==> src/rtl/iobuff_pkg.sv <==
// rtl/iobuff_pkg.sv - shared state type and defaults for the iobuff pin driver and receiver
package iobuff_pkg;

  typedef enum logic [1:0] {
    BLANK   = 2'd0,
    TRACK   = 2'd1,
    QUALIFY = 2'd2
  } iobuff_state_e;

  localparam int   FILT_W_DEF       = 8;
  localparam int   CNT_W_DEF        = 16;
  localparam int   BLANK_CYCLES_DEF = 4;
  localparam logic IDLE_LVL         = 1'b1;

  // Bits needed for a counter that must hold every value 0..max_val.
  function automatic int cnt_bits(input int max_val);
    return (max_val < 2) ? 1 : $clog2(max_val + 1);
  endfunction

endpackage

==> src/rtl/sync2.sv <==
// rtl/sync2.sv - two-flop synchroniser with configurable reset value for asynchronous pin inputs
module sync2
  import iobuff_pkg::*;
#(
  parameter int           W       = 1,
  parameter logic [W-1:0] RST_VAL = {W{IDLE_LVL}}
) (
  input  logic         clk_i,
  input  logic         rst_i,
  input  logic [W-1:0] d_i,
  output logic [W-1:0] q_o
);

  logic [W-1:0] meta_q;
  logic [W-1:0] sync_q;

  // First flop may go metastable; second flop gives it a full cycle to settle.
  always_ff @(posedge clk_i or posedge rst_i) begin
    if (rst_i) begin
      meta_q <= RST_VAL;
      sync_q <= RST_VAL;
    end else begin
      meta_q <= d_i;
      sync_q <= meta_q;
    end
  end

  assign q_o = sync_q;

endmodule

==> src/rtl/iobuff_rx.sv <==
// rtl/iobuff_rx.sv - pin receiver: sync, turnaround blanking, glitch filter, edge pulses (optional IOBUFF_RX_EDGE_COUNT_EN)
module iobuff_rx
  import iobuff_pkg::*;
#(
  parameter int   FILT_W       = FILT_W_DEF,
  parameter int   BLANK_CYCLES = BLANK_CYCLES_DEF,
  parameter int   CNT_W        = CNT_W_DEF,
  parameter logic RST_VAL      = IDLE_LVL
) (
  input  logic              clk_i,
  input  logic              rst_i,
  input  logic              pin_din_i,
  input  logic              bufdir_i,
  input  logic [FILT_W-1:0] filt_len_i,
  input  logic              cnt_clr_i,
  output logic              dout_o,
  output logic              valid_o,
  output logic              rise_o,
  output logic              fall_o,
  output logic [CNT_W-1:0]  edge_count_o
);

  localparam int               BLANK_W    = cnt_bits(BLANK_CYCLES);
  localparam logic [BLANK_W-1:0] BLANK_LOAD = BLANK_W'(BLANK_CYCLES);

  iobuff_state_e     state_q, state_d;
  logic [BLANK_W-1:0] blank_q, blank_d;
  logic [FILT_W-1:0] cnt_q, cnt_d;
  logic              dout_q, dout_d;
  logic              rise_q, rise_d;
  logic              fall_q, fall_d;
  logic              bufdir_q;
  logic              pin_s;
  logic              dir_chg;

  sync2 #(
    .W       (1),
    .RST_VAL (RST_VAL)
  ) u_pin_sync (
    .clk_i (clk_i),
    .rst_i (rst_i),
    .d_i   (pin_din_i),
    .q_o   (pin_s)
  );

  // Any direction change means the level shifter is turning around.
  assign dir_chg = bufdir_i ^ bufdir_q;

  // State, filter and pulse registers.
  always_ff @(posedge clk_i or posedge rst_i) begin
    if (rst_i) begin
      state_q  <= BLANK;
      blank_q  <= BLANK_LOAD;
      cnt_q    <= '0;
      dout_q   <= RST_VAL;
      rise_q   <= 1'b0;
      fall_q   <= 1'b0;
      bufdir_q <= 1'b0;
    end else begin
      state_q  <= state_d;
      blank_q  <= blank_d;
      cnt_q    <= cnt_d;
      dout_q   <= dout_d;
      rise_q   <= rise_d;
      fall_q   <= fall_d;
      bufdir_q <= bufdir_i;
    end
  end

  // Next state: blank during turnaround, then commit a new level once it is stable long enough.
  always_comb begin
    state_d = state_q;
    blank_d = blank_q;
    cnt_d   = cnt_q;
    dout_d  = dout_q;
    rise_d  = 1'b0;
    fall_d  = 1'b0;
    case (state_q)
      BLANK: begin
        cnt_d = '0;
        if (dir_chg) begin
          blank_d = BLANK_LOAD;
        end else begin
          blank_d = blank_q - BLANK_W'(1);
          if (blank_q == BLANK_W'(1)) begin
            state_d = TRACK;
          end
        end
      end
      TRACK: begin
        if (dir_chg) begin
          state_d = BLANK;
          blank_d = BLANK_LOAD;
        end else if (pin_s != dout_q) begin
          if (filt_len_i == '0) begin
            dout_d = pin_s;
            rise_d = pin_s;
            fall_d = ~pin_s;
          end else begin
            state_d = QUALIFY;
            cnt_d   = FILT_W'(1);
          end
        end
      end
      QUALIFY: begin
        if (dir_chg) begin
          state_d = BLANK;
          blank_d = BLANK_LOAD;
          cnt_d   = '0;
        end else if (pin_s == dout_q) begin
          state_d = TRACK;
          cnt_d   = '0;
        end else if (cnt_q >= filt_len_i) begin
          // >= lets a lowered filt_len finish the pending qualification at once.
          state_d = TRACK;
          cnt_d   = '0;
          dout_d  = pin_s;
          rise_d  = pin_s;
          fall_d  = ~pin_s;
        end else if (cnt_q != '1) begin
          cnt_d = cnt_q + FILT_W'(1);
        end
      end
      default: begin
        state_d = BLANK;
        blank_d = BLANK_LOAD;
        cnt_d   = '0;
      end
    endcase
  end

  assign dout_o  = dout_q;
  assign valid_o = (state_q != BLANK);
  assign rise_o  = rise_q;
  assign fall_o  = fall_q;

`ifdef IOBUFF_RX_EDGE_COUNT_EN
  logic [CNT_W-1:0] edge_cnt_q, edge_cnt_d;

  // Count commits alongside dout; clear wins over a coincident edge.
  always_comb begin
    edge_cnt_d = edge_cnt_q;
    if (cnt_clr_i) begin
      edge_cnt_d = '0;
    end else if (rise_d | fall_d) begin
      edge_cnt_d = edge_cnt_q + CNT_W'(1);
    end
  end

  // Edge counter register.
  always_ff @(posedge clk_i or posedge rst_i) begin
    if (rst_i) begin
      edge_cnt_q <= '0;
    end else begin
      edge_cnt_q <= edge_cnt_d;
    end
  end

  assign edge_count_o = edge_cnt_q;
`else
  logic unused_cnt_clr;
  assign unused_cnt_clr = cnt_clr_i;
  assign edge_count_o   = '0;
`endif

endmodule

==> config.mk <==
export PLATFORM = sky130hd
export DESIGN_NAME = iobuff_rx
export DESIGN_NICKNAME = d
export VERILOG_FILES = /design/src/rtl/iobuff_pkg.sv /design/src/rtl/sync2.sv /design/src/rtl/iobuff_rx.sv
export SDC_FILE = /design/constraint.sdc
export NUM_CORES = 1
export LEC_CHECK = 0
export BUFFER_PORTS_ARGS = -buffer_cell sky130_fd_sc_hd__buf_4
export CAP_MARGIN = 0
export CORE_MARGIN = 5
export CORE_UTILIZATION = 30
export DETAILED_ROUTE_END_ITERATION = 6
export SLEW_MARGIN = 20
export SYNTH_ARGS = -nofsm -noshare
export SYNTH_HDL_FRONTEND = slang
export SYNTH_SLANG_ARGS = --single-unit
==> constraint.sdc <==
create_clock -name clk_i -period 2.89 [get_ports clk_i]
set_input_delay 0.578 -clock clk_i [delete_from_list [all_inputs] [get_ports clk_i]]
set_output_delay 0.578 -clock clk_i [all_outputs]
set_load 0.1 [all_outputs]
* Yosys cells after proc, flatten, opt, wreduce, memory -nomap -nowiden
Cells that the tools add are included.
** Storage, ports and cells
- Logic and storage cells :: 83
- Input port bits :: 13
- Register bits after elaboration :: 19
** Cells by class
- Bitwise gates (word level) :: 2
- Eq/ne operators :: 20
- Muxes and demuxes :: 41
- Reductions and logical operators :: 8
- Magnitude comparators :: 1
- $add $sub $neg :: 2
** Operators with widths (count)
- 8-bit 2-to-1 mux :: 7
- 1-bit 2-to-1 mux :: 18
- 2-bit != test, second input constant :: 9
- 2-bit 2-to-1 mux :: 8
- 8-bit one-hot mux with 2 select lines :: 1
- 8-bit by 1-bit adder with 8-bit output, second input constant :: 1
- 8-bit >= comparator :: 1
- 8-bit logical NOT :: 1
- 8-bit != test, second input constant :: 1
- 7-bit AND reduction :: 1
- 3-bit 2-to-1 mux :: 2
- 3-bit != test, second input constant :: 2
- 1-bit one-hot mux with 2 select lines :: 3
- 2-bit one-hot mux with 3 select lines :: 1
- 3-bit one-hot mux with 2 select lines :: 1
- 5-bit != test, second input constant :: 1
- 5-bit AND reduction :: 1
- 4-bit != test, second input constant :: 1
- 4-bit AND reduction :: 1
- 2-bit nonzero test :: 2
- 3-bit by 1-bit equality test with 1-bit output, second input constant :: 1
- 3-bit by 1-bit subtractor with 3-bit output, second input constant :: 1
- 2-bit by 1-bit equality test with 1-bit output, second input constant :: 1
- 2-bit equality test, second input constant :: 1
- 7 further kinds :: 7

* Depth between registers and ports, before layout
- Word-level depth :: 6
- Mapped depth :: 7

* By module
A second synthesis with hierarchy kept.
** Second synthesis, totals
- Cells, all modules :: 167
- Area, all modules :: 1502.7 um^2
** By module, submodules not included
- iobuff_rx :: area each 1446.4 um^2, seq. area each 427.9 um^2, instances 1, cells an instance 164
- sync2 :: area each 56.3 um^2, seq. area each 52.6 um^2, instances 1, cells an instance 3

* Worst setup path before layout
No wires, ideal clock.
- Path kind :: input -> register
- Start :: input port filt_len_i[6]
- End :: register cnt_q[1]
- Arrival time :: 2139 ps
- Setup time :: 125 ps
- Buffers on the path :: 0
- Data required time :: 2765 ps
- Slack :: 626 ps
- Cell stages on the path :: 7
- Path through :: inv_1 > ha_1 > a21oi_1 > o2111ai_1 > a211oi_4 > a21oi_4 > mux2_4
** Between the ends
- Longest elaborated chain between the ends :: 5
- Elaborated cells between the ends (all ways) :: 9
- Classes of those cells :: order compare: 1; eq/ne: 2; mux: 4; reduce/logical: 2
** RTL lines
- start, declared :: RTL line iobuff_rx.sv:14 : input logic [FILT_W-1:0] filt_len_i,
- 8-bit >= comparator :: RTL line iobuff_rx.sv:113 : end else if (cnt_q >= filt_len_i) begin
- 8-bit 2-to-1 mux :: RTL line iobuff_rx.sv:113
- 8-bit 2-to-1 mux :: RTL line iobuff_rx.sv:110 : end else if (pin_s == dout_q) begin
- 8-bit 2-to-1 mux :: RTL line iobuff_rx.sv:106 : if (dir_chg) begin
- 8-bit one-hot mux with 2 select lines :: RTL line iobuff_rx.sv:78 : case (state_q)
- end signal, assigned :: RTL line iobuff_rx.sv:62 : cnt_q <= cnt_d;
- end, declared :: RTL line iobuff_rx.sv:28 : logic [FILT_W-1:0] cnt_q, cnt_d;
Several ways; a longest one is shown, not always the timed one.
A chain may end at the register's enable or synchronous reset.

* Final worst setup path
- Start :: register cnt_q[6]
- End :: register cnt_q[1]
** Between the ends
- Longest elaborated chain between the ends :: 5
- Elaborated cells between the ends (all ways) :: 8
- Classes of those cells :: order compare: 1; eq/ne: 2; mux: 4; reduce/logical: 1
** RTL lines (RTL line)
- 8-bit >= comparator :: iobuff_rx.sv:113
- 8-bit 2-to-1 mux :: iobuff_rx.sv:113
- 8-bit 2-to-1 mux :: iobuff_rx.sv:110
- 8-bit 2-to-1 mux :: iobuff_rx.sv:106
- 8-bit one-hot mux with 2 select lines :: iobuff_rx.sv:78
Several ways; a longest one is shown, not always the timed one.

==> key figures <==
Clock network
  – CTS max path bufs: 2
  – Latest clock arrival within the worst-skew pair: 270 ps
  – Clk root buf: clkbuf_8
  – Hold-fix buffers at CTS: 0
  – CTS tree: built
  – Clk pin slew, worst setup/hold paths: 80 ps
  – Cts repair resizes: 0
  – H-tree depth: 1
  – Post-CTS Setup Bufs: 0
  – Clock tree sinks: 19
  – TritonCTS Buffers: 3

STA
  – Worst Tran Pin Value: 764 ps
  – Final period util: 73.2%
  – Post-route setup TNS: 0 ps
  – Max Fclk: 473 MHz
  – Fin. Hold Viols: 0
  – Final Setup Violations: 0
  – Pins over their slew limit: 0
  – Slew headroom: 49.0%
  – Fin crit period: 2120 ps
  – Worst Skew: 2.74 ps
  – RSZ-0062 raised after global routing: false

Drt
  – Met2 WL: 1450 microns
  – DRT Wirelength: 3150 microns
  – # DRC: 0
  – Met3 WL: 140 microns
  – First DRT Iteration DRCs: 73
  – Initial DRT Pass Iterations: 4
  – Top Metal Used: met4
  – Wire length per cell: 12.2 microns
  – Remaining antenna violation count: 0
  – Wl on met1: 1510 microns
  – Vias/cell: 4.61
  – Routed vias: 1189

Place
  – # port buffers: 15
  – Placed Area: 0.00167 sq mm
  – Placed cell count: 254
  – Final RePlAce weighted congestion: 0.790
  – DP HPWL: 2420 microns

Yosys
  – Most common cell in the netlist: inv_1
  – Synth top area cells: dfrtp_1 (24%), ha_1 (12%), buf_4 (7.8%), dfstp_2 (6.9%), inv_1 (6.1%)
  – Yosys top cell area share: 24.5%
  – Sequential area share after synthesis: 31.3%
  – Syn Area/Cell: 9.02 sq um
  – EDFF count, synth: 0
  – Ys Warns: 0
  – Flops & latches, synth: 19
  – Cells after Synth: 170
  – Cell Area, Synth: 0.00153 sq mm
  – Largest area contributor in the netlist: dfrtp_1
  – Most common library cells after synthesis: inv_1 (25), buf_4 (16), dfrtp_1 (15), ha_1 (15), o21ai_0 (14)
  – Post-synthesis cell type count: 44
  – Asr flop ratio synth: 100%
  – Primary FF master, synth: dfrtp_1

Layout
  – Area Overhead vs Synth: 12.2%
  – Biggest regs: cnt_q: 8 flops, blank_q: 3 flops, state_q: 2 flops
  – Share of layout cells above drive strength 1: 19.7%
  – Fin cells: 258
  – Largest register FFs: 8
  – Final instance area: 0.00172 sq mm
  – ANT cells: 0
  – Largest Register: cnt_q
  – # nets final: 217

Die
  – Core Rows: 26
  – Io pins: 33
  – Die area: 0.00664 sq mm
  – Width of the die: 81.5 microns
  – Core Region: 0.00504 sq mm
  – Initial Util: 30.4%
  – Chip Height: 81.5 microns

Worst setup path
  – CP max FO: 8
  – Setup Crit Path Kind: register to register
  – Reg2Reg Setup Slack: 770 ps
  – WP data required: 3100 ps
  – Crit. End Element: register
  – CP Launch Type: register
  – Critical Path AT: 2330 ps

Pwr
  – Pwr per Cell Area: 677 mW/mm^2
  – Leakage: 0.807 nW
  – Maximum VDD drop: 0.000212 V

Min path
  – Hold Path Class: register to register

GRT
  – Total gr overflow: 0
  – Gr usage total: 10.2%
  – Vias in the first global route: 1128
  – First-pass GRT wire length: 5220 microns
  – Antenna violations before repair: 0
  – Pin count of the biggest net entering global routing: 20

Flow run
  – Max-Cap Viols: 0

Status
  – Run status: completed
## worst max-delay path: stages (launching register included)
cell       delay (ps)
dfrtp_1           420
ha_1              320
a21oi_1           200
o2111ai_1         260
a211oi_4          340
buf_4             210
and3_2            180
mux2_4            130
## layout by cell type (no fill, tap or decap), drive strengths merged, types with 2 or more instances in the layout
master,Yosys,layout
inv,25,25
conb,1,16
buf,16,16
ha,15,15
dfrtp,15,15
o21ai,15,15
a21oi,10,10
nor2,8,8
o211ai,7,7
nor3,7,7
nand2,6,6
nand3,5,5
dfstp,4,4
and3,4,4
nand4,3,3
and2,3,3
clkbuf,1,3
or4,2,2
a31oi,2,2
nand4b,2,2
nor3b,2,2
a211oi,2,2
xor2,2,2
a211o,2,2
mux2,2,2
## metrics by stage
step                      util, %  total power, mW  setup WS, ps  hold WS [ps]
after floorplan                 -            0.867           626           345
after global placement       33.2            0.964           509           347
after detailed placement     33.2            0.968           491           348
after CTS                    34.1             1.17           763           360
after global routing         34.1             1.24           643           362
final                        34.1             1.16           774           359
## cell type report
class | count | area, sq um
Sequential cell | 19 | 480
Clock buffer | 3 | 41.3
Tap cell | 70 | 87.6
Fill cell | 531 | 3320
Inverter | 25 | 93.8
Clock inverter | 1 | 5.00
Timing Repair Buffer | 16 | 120
Multi-Input combinational cell | 124 | 891
## routing by layer
metal	track usage [%]	vias up
met4	3.55	0
met5	0	-
li1	-	601
met1	14.5	553
met2	16.0	30
met3	1.32	5
## power by group
part / switching [mW] / internal, mW / total, mW
clock: 0.105 / 0.0963 / 0.201
combinational: 0.447 / 0.172 / 0.619
sequential: 0.0336 / 0.310 / 0.343
## worst paths after layout
kind                                             start  cells past startpoint                        to
setup / recovery                  cnt_q[6]$_DFFE_PP0P_                      7      cnt_q[1]$_DFFE_PP0P_
hold / removal             u_pin_sync.meta_q$_DFF_PP1_                      0  u_pin_sync.q_o$_DFF_PP1_
setup reg to reg                  cnt_q[6]$_DFFE_PP0P_                      7      cnt_q[1]$_DFFE_PP0P_
hold reg to reg            u_pin_sync.meta_q$_DFF_PP1_                      0  u_pin_sync.q_o$_DFF_PP1_
max in group asynchronous                        rst_i                      2    state_q[0]$_DFFE_PP0P_
min in group asynchronous                        rst_i                      2      cnt_q[1]$_DFFE_PP0P_
## cells by family after synthesis
family / synth area share [%]
compound gates: 19.4
xor+xnor: 3.43
fa+ha+maj: 12.2
buf+inv: 14.2
flops: 31.3
mux: 2.37
other cells: 0.245
simple gates: 16.7
(Power assumes the default switching activity.)
